<file path="config.mk">
export PLATFORM = sky130hd
export DESIGN_NAME = cmp_4b_structural
export DESIGN_NICKNAME = d
export VERILOG_FILES = /design/src/rtl/cmp_4b_structural.sv
export SDC_FILE = /design/constraint.sdc
export NUM_CORES = 1
export LEC_CHECK = 0
export ABC_AREA = 1
export CORE_AREA = 2 2 39 41
export CTS_CLUSTER_SIZE = 40
export DETAILED_ROUTE_END_ITERATION = 16
export DIE_AREA = 0 0 41 43
export GPL_TIMING_DRIVEN = 0
export PLACE_DENSITY = 0.51
export SLEW_MARGIN = 20
export SYNTH_ARGS = -nofsm -noshare
export SYNTH_HDL_FRONTEND = slang
export SYNTH_SLANG_ARGS = --single-unit
</file>
<file path="constraint.sdc">
create_clock -name clk -period 1.15 [get_ports clk]
set_input_delay 0.345 -clock clk [delete_from_list [all_inputs] [get_ports clk]]
set_output_delay 0.345 -clock clk [all_outputs]
set_load 0.005 [all_outputs]
</file>
<file path="src/rtl/cmp_4b_structural.sv">
// 4-bit magnitude comparator built from gate-level bit slices, with an optional output register.
// Define CMP_4B_STRUCTURAL_SIGNED_EN for a two's-complement compare; unsigned otherwise.
module cmp_4b_structural #(
  parameter int unsigned REG_OUT = 1
) (
  input  logic       clk,
  input  logic       rst_n,
  input  logic       in_valid,
  input  logic [3:0] a,
  input  logic [3:0] b,
  output logic       out_valid,
  output logic       a_is_equal,
  output logic       a_is_greater,
  output logic       a_is_smaller
);

  logic [3:0] w_e;
  logic [3:0] w_g;
  logic [3:0] w_s;
  logic       w_eq;
  logic       w_gt;
  logic       w_lt;

  for (genvar i = 0; i < 4; i++) begin : g_eq_slice
    assign w_e[i] = ~(a[i] ^ b[i]);
  end

  for (genvar i = 0; i < 3; i++) begin : g_mag_slice
    assign w_g[i] = a[i] & ~b[i];
    assign w_s[i] = ~a[i] & b[i];
  end

  // In two's complement a set MSB means negative, so the MSB slice votes the other way.
`ifdef CMP_4B_STRUCTURAL_SIGNED_EN
  assign w_g[3] = ~a[3] & b[3];
  assign w_s[3] = a[3] & ~b[3];
`else
  assign w_g[3] = a[3] & ~b[3];
  assign w_s[3] = ~a[3] & b[3];
`endif

  assign w_eq = &w_e;
  assign w_gt = w_g[3]
              | (w_e[3] & w_g[2])
              | (w_e[3] & w_e[2] & w_g[1])
              | (w_e[3] & w_e[2] & w_e[1] & w_g[0]);
  assign w_lt = w_s[3]
              | (w_e[3] & w_s[2])
              | (w_e[3] & w_e[2] & w_s[1])
              | (w_e[3] & w_e[2] & w_e[1] & w_s[0]);

  if (REG_OUT != 0) begin : g_reg
    logic       r_valid;
    logic [2:0] r_flags;

    // Flags are captured every cycle; only the valid bit follows in_valid.
    always_ff @(posedge clk or negedge rst_n) begin
      if (!rst_n) begin
        r_valid <= 1'b0;
        r_flags <= '0;
      end else begin
        r_valid <= in_valid;
        r_flags <= {w_eq, w_gt, w_lt};
      end
    end

    assign out_valid    = r_valid;
    assign a_is_equal   = r_flags[2];
    assign a_is_greater = r_flags[1];
    assign a_is_smaller = r_flags[0];
  end else begin : g_comb
    logic w_unused;
    assign w_unused     = &{1'b0, clk, rst_n};
    assign out_valid    = in_valid;
    assign a_is_equal   = w_eq;
    assign a_is_greater = w_gt;
    assign a_is_smaller = w_lt;
  end

endmodule

</file>
==> results of run 1 <==
==> sequential cells by signal, indices dropped and copies added, names as in the netlist <==
| signal | flops |
|---|---|
| g_reg.r_flags | 3 |
| out_valid | 1 |
==> repair_timing <==
item	4_1_cts	5_1_grt
pin swaps	4	0
endpoints found under the setup margin	7	3
gates resized for setup	20	3
cloned	0	0
==> through the flow <==
step / utilization (%) / total power (uW)
after floorplan: - / 210
after global placement: 34.6 / 280
after detailed placement: 34.6 / 281
after CTS: 37.9 / 465
after global routing: 37.3 / 484
final: 37.3 / 447
==> layout by cell type (no fill, tap or decap), drive strengths merged <==
master,instances
ha,8
dlygate4sd2,6
inv,13
nor2,6
dlymetal6s2s,1
clkdlybuf4s50,3
dfrtp,4
clkbuf,5
nand2,10
clkdlybuf4s15,2
==> worst min-delay path by stage <==
stage                       end  depth (start not counted)
2_1_floorplan  g_reg.r_flags[0]                          0
3_3_place_gp          out_valid                          1
3_5_place_dp   g_reg.r_flags[1]                          1
4_1_cts        g_reg.r_flags[2]                          1
5_1_grt        g_reg.r_flags[2]                          1
6_report       g_reg.r_flags[2]                          1
==> logic make-up after synthesis <==
| kind of cell | Yosys count | share of synthesized area (%) |
|---|---|---|
| AND/OR/NAND/NOR | 16 | 22.0 |
| adder cells (fa/ha/maj) | 8 | 31.4 |
| flip-flops | 4 | 31.4 |
| buffers and inverters | 13 | 15.3 |
==> cell type report <==
type | count | area (sq um)
timing repair buffer | 14 | 125
clock buffer | 3 | 22.5
multi-input combinational | 24 | 200
sequential | 4 | 100
tap | 16 | 20.0
fill | 160 | 867
inverter | 13 | 48.8
==> power by group through the flow <==
stage          Combinational, uW  Sequential (uW)  Clock (uW)
6_report                     123              156         168
5_1_grt                      144              156         185
4_1_cts                      128              156         181
3_5_place_dp                 123              158           0
3_3_place_gp                 122              157           0
2_1_floorplan               50.5              160           0
==> routing by layer <==
| layer | GRT usage (%) | wire length, um | part of all wire (%) | vias to the layer above |
|---|---|---|---|---|
| met1 | 8.39 | 207 | 41 | 115 |
| met3 | 2.09 | 65 | 13 | 0 |
| met5 | 0 | 0 | 0 | - |
| met4 | 8.00 | 0 | 0 | 0 |
| met2 | 10.6 | 234 | 46 | 11 |
| li1 | - | - | - | 149 |
==> impl_metrics.yaml, run 1 <==
routing:
  via_count: 275
  first_pass_iters: 2
  ant_nets: 0
  wire_per_inst_um: 6.85
  vias_per_cell: 3.72
  drt_first_iter_violations: 1
  drcViolationCount: 0
  wl_um: 507
pwr:
  power_frac_clock_pct: 37.7
  switching_power_uw: 111
  swShare_pct: 24.9
  ir_worst_vdd_mv: 0.252
  sequentialPowerShare_pct: 34.8
  internal_power_uw: 336
  power.density_mw_per_mm2: 865
  combPwrFrac_pct: 27.5
  leakagePower_uw: 0.000299
sta:
  relSlewSlack_pct: 88.2
  rsz0062_at_grt: "false"
  fin_crit_ns: 1.11
  whs_ns: 0.314
  worstMarginPinSlew_ns: 0.176
  final_max_slew_viol_count: 0
  setup_tns_ns: 0
  final-hold-violation-count: 0
  fmax_mhz: 897
  finalSetupViolations: 0
  setup_slack_ns: 0.0351
  period_share_pct: 97.0
yosys:
  yosys.area.top_type_share_pct: 31.4
  syn_nets: 60
  yosysWarnings: 0
  ys.flop_type: "dfrtp_1"
  synth_edf_count: 0
  yosysTopAreaCell: "dfrtp_1"
  synth.area.top_cells: "dfrtp_1 (31%), ha_1 (31%), inv_1 (15%)"
  yosys.cell_count.top_type: "inv_1"
  syn-instance-count: 41
  synth_seq_area_share_pct: 31.4
  avgSynthCellArea_sq_um: 7.78
  synthTopCellsByCount: "inv_1 (13), nand2_1 (9), ha_1 (8)"
  ys_ff_latch: 4
  synth_area_sq_um: 319
  ys_async_sr_fraction_pct: 100
  synth_cell_type_count: 7
global_routing:
  antenna_found_initial: 0
  globalRouteOverflowTotal: 0
  grt_max_degree: 5
  grtUsageTotal_pct: 7.64
  grt_pass1_vias: 261
  grt_pass1_wl_um: 890
die:
  rows: 14
  dieArea_sq_mm: 0.00176
  die_h_um: 43
  dieWidth_um: 41
  core_area_sq_mm: 0.00138
  num_io_pins: 15
  start_util_pct: 23.1
cells_and_area:
  drive_gt1_share_pct: 20.7
  n_antenna_cell: 0
  fin_area_sq_um: 517
  stdcell_count: 74
  areaGrowthSynthToFinish_pct: 62.0
  nNetsFinal: 79
worst_setup_path:
  endpoint_kind: "output pin"
  endpoint: "a_is_greater"
  worst-path-stages: 1
  cpMaxStageDelayCell: "dfrtp_1"
  crit_family: "flip-flops"
  cp_max_fo: 1
  cp-startpoint: "g_reg.r_flags[1]"
  cp.arrival_ns: 0.77
  timing_worst_setup_path_type: "flip-flop to output pin"
  start_kind: "flip-flop"
  critical_path_buf_inv_count: 1
  critPathRequiredTime_ns: 0.81
  crit_chain: "clkdlybuf4s15_1"
  slowest_delay_ns: 0.35
clocking:
  cts_num_sinks: 4
  clkSlewWorstSetupHoldPaths_ns: 0.04
  htree_levels: 1
  post-cts-setup-buffers: 0
  cts_buffers: 3
  clockBufferDepth: 2
  cts_tree: "done"
  postCtsHoldBufs: 0
  root_buffer: "clkbuf_4"
place:
  place_inst: 71
  dp_worst_setup_slack_ns: -0.511
  place_area_sq_um: 479
  gp_congestion: 0.676
  portBuffers: 14
flow_run:
  maxCapViolCount: 0
hold_path:
  hold_path.class: "primary input to async pin"
run_status:
  status: "finished clean"
Note: power is estimated with default switching activity, not from simulation.
==> run 2, diff against run 1 <==
Settings changed: RECOVER_POWER set to 100.
==> run 2 against run 1 <==
Net effect: utilization down 0.18 points; critical path type unchanged; via count unchanged; largest power group unchanged; combinational power about the same; die area unchanged; count of clock-buffer cells in the layout unchanged.
==> impl_metrics.yaml, run 2 (synthesized netlist as in run 1, its figures left out) <==
global_routing:
  use_met3_pct: 2.09
  top_usage_layer: "met2"
  grt_pass1_vias: 261
  grtUsageTotal_pct: 7.64
  grt.met1_usage_pct: 8.39
  grt_max_degree: 5
  gr-usage-met2_pct: 10.6
  globalRouteOverflowTotal: 0
  antenna_found_initial: 0
  grt_pass1_wl_um: 890
cells_and_area:
  nNetsFinal: 79
  areaGrowthSynthToFinish_pct: 61.2
  drive_gt1_share_pct: 17.2
  n_antenna_cell: 0
  final_cell_mix: "inv_1 (10), nand2_1 (9), ha_1 (6), dlygate4sd2_1 (6), nor2_1 (5)"
  top_register: "g_reg.r_flags"
  mostFrequentLayoutCell: "inv_1"
  largest_reg_flops: 3
  stdcell_count: 74
clocking:
  post-cts-setup-buffers: 0
  htree_levels: 1
  cts_tree: "done"
  postCtsHoldBufs: 0
  root_buffer: "clkbuf_4"
  cts_buffers: 3
  clkSlewWorstSetupHoldPaths_ns: 0.04
  cts_num_sinks: 4
  clockBufferDepth: 2
die:
  rows: 14
  num_io_pins: 15
  die_h_um: 43
  core_area_sq_mm: 0.00138
  start_util_pct: 23.1
  dieWidth_um: 41
  dieArea_sq_mm: 0.00176
routing:
  via_count: 275
  first_pass_iters: 2
  ant_nets: 0
  wl_um: 510
  drt_first_iter_violations: 1
  wire_per_inst_um: 6.89
  vias_per_cell: 3.72
  drcViolationCount: 0
worst_setup_path:
  critical_path_buf_inv_count: 1
  critPathRequiredTime_ns: 0.81
  cpMaxStageDelayCell: "dfrtp_1"
  crit_chain: "clkdlybuf4s15_1"
  cp.arrival_ns: 0.77
  start_kind: "flip-flop"
  cp_max_fo: 1
  crit_family: "flip-flops"
  endpoint_kind: "output pin"
  timing_worst_setup_path_type: "flip-flop to output pin"
  slowest_delay_ns: 0.35
pwr:
  leakagePower_uw: 0.000293
  power_uw: 445
  power.density_mw_per_mm2: 865
  ir_worst_vdd_mv: 0.252
sta:
  final-hold-violation-count: 0
  period_share_pct: 97.0
  fmax_mhz: 897
  final_max_slew_viol_count: 0
  fin_crit_ns: 1.11
  rsz0062_at_grt: "false"
  worstMarginPinSlew_ns: 0.180
  finalSetupViolations: 0
  relSlewSlack_pct: 88.0
run_status:
  status: "finished clean"
place:
  place_inst: 71
  portBuffers: 14
  gp_congestion: 0.676
hold_path:
  hold_path.class: "primary input to async pin"
flow_run:
  maxCapViolCount: 0
[run 2: cell types whose count changed in the layout (fill, tap and decap cells not counted)]
| cell | before | now |
|---|---|---|
| clkbuf_1 | 0 | 2 |
| clkbuf_2 | 2 | 0 |
| clkdlybuf4s50_1 | 3 | 1 |
| dlygate4sd3_1 | 0 | 2 |
[run 2: metal layers]
layer | share of wire, % | wire length, um
met1 | 41 | 207
met5 | 0 | 0
met3 | 13 | 68
met2 | 46 | 233
met4 | 0 | 0
[run 2: timing repair]
item                       CTS  global route
setup endpoints to repair    7             3
pin swaps                    4             0
gates resized for setup     20             3
[run 2: layout make-up]
type / instances / area [sq um]
Clock buffer: 3 / 22.5
Sequential cell: 4 / 100
Timing Repair Buffer: 14 / 123
Fill cell: 162 / 870
Multi-Input combinational cell: 24 / 200
Tap cell: 16 / 20.0
Inverter: 13 / 48.8
[run 2: through the flow]
step                hold WS [ns]  setup WS [ns]  instance area (sq um)  setup TNS, ns  utilization (%)
finish                     0.383         0.0351                    514              0             37.2
detailed placement         0.559         -0.511                    479          -1.38             34.6
floorplan                 0.0494         0.0785                    319              0                -
CTS                        0.309         0.0106                    524              0             37.9
global placement           0.562         -0.482                    479          -1.32             34.6
global route               0.403        0.00255                    514              0             37.2
[run 2: how the worst max path moves through the flow]
stage | start | to | slack, ns | cells after the start
after global placement | a[3] | g_reg.r_flags[1] | -0.48 | 7
after detailed placement | a[3] | g_reg.r_flags[0] | -0.51 | 7
after global routing | b[2] | g_reg.r_flags[0] | 0.003 | 6
after CTS | out_valid | out_valid | 0.01 | 1
final | g_reg.r_flags[1] | a_is_greater | 0.04 | 1
after floorplan | a[3] | g_reg.r_flags[0] | 0.08 | 6
[run 2: report_power, final]
part / switching (uW) / internal, uW
clock: 52.1 / 116
sequential: 2.59 / 153
combinational: 56.5 / 64.1
total: 111 / 334
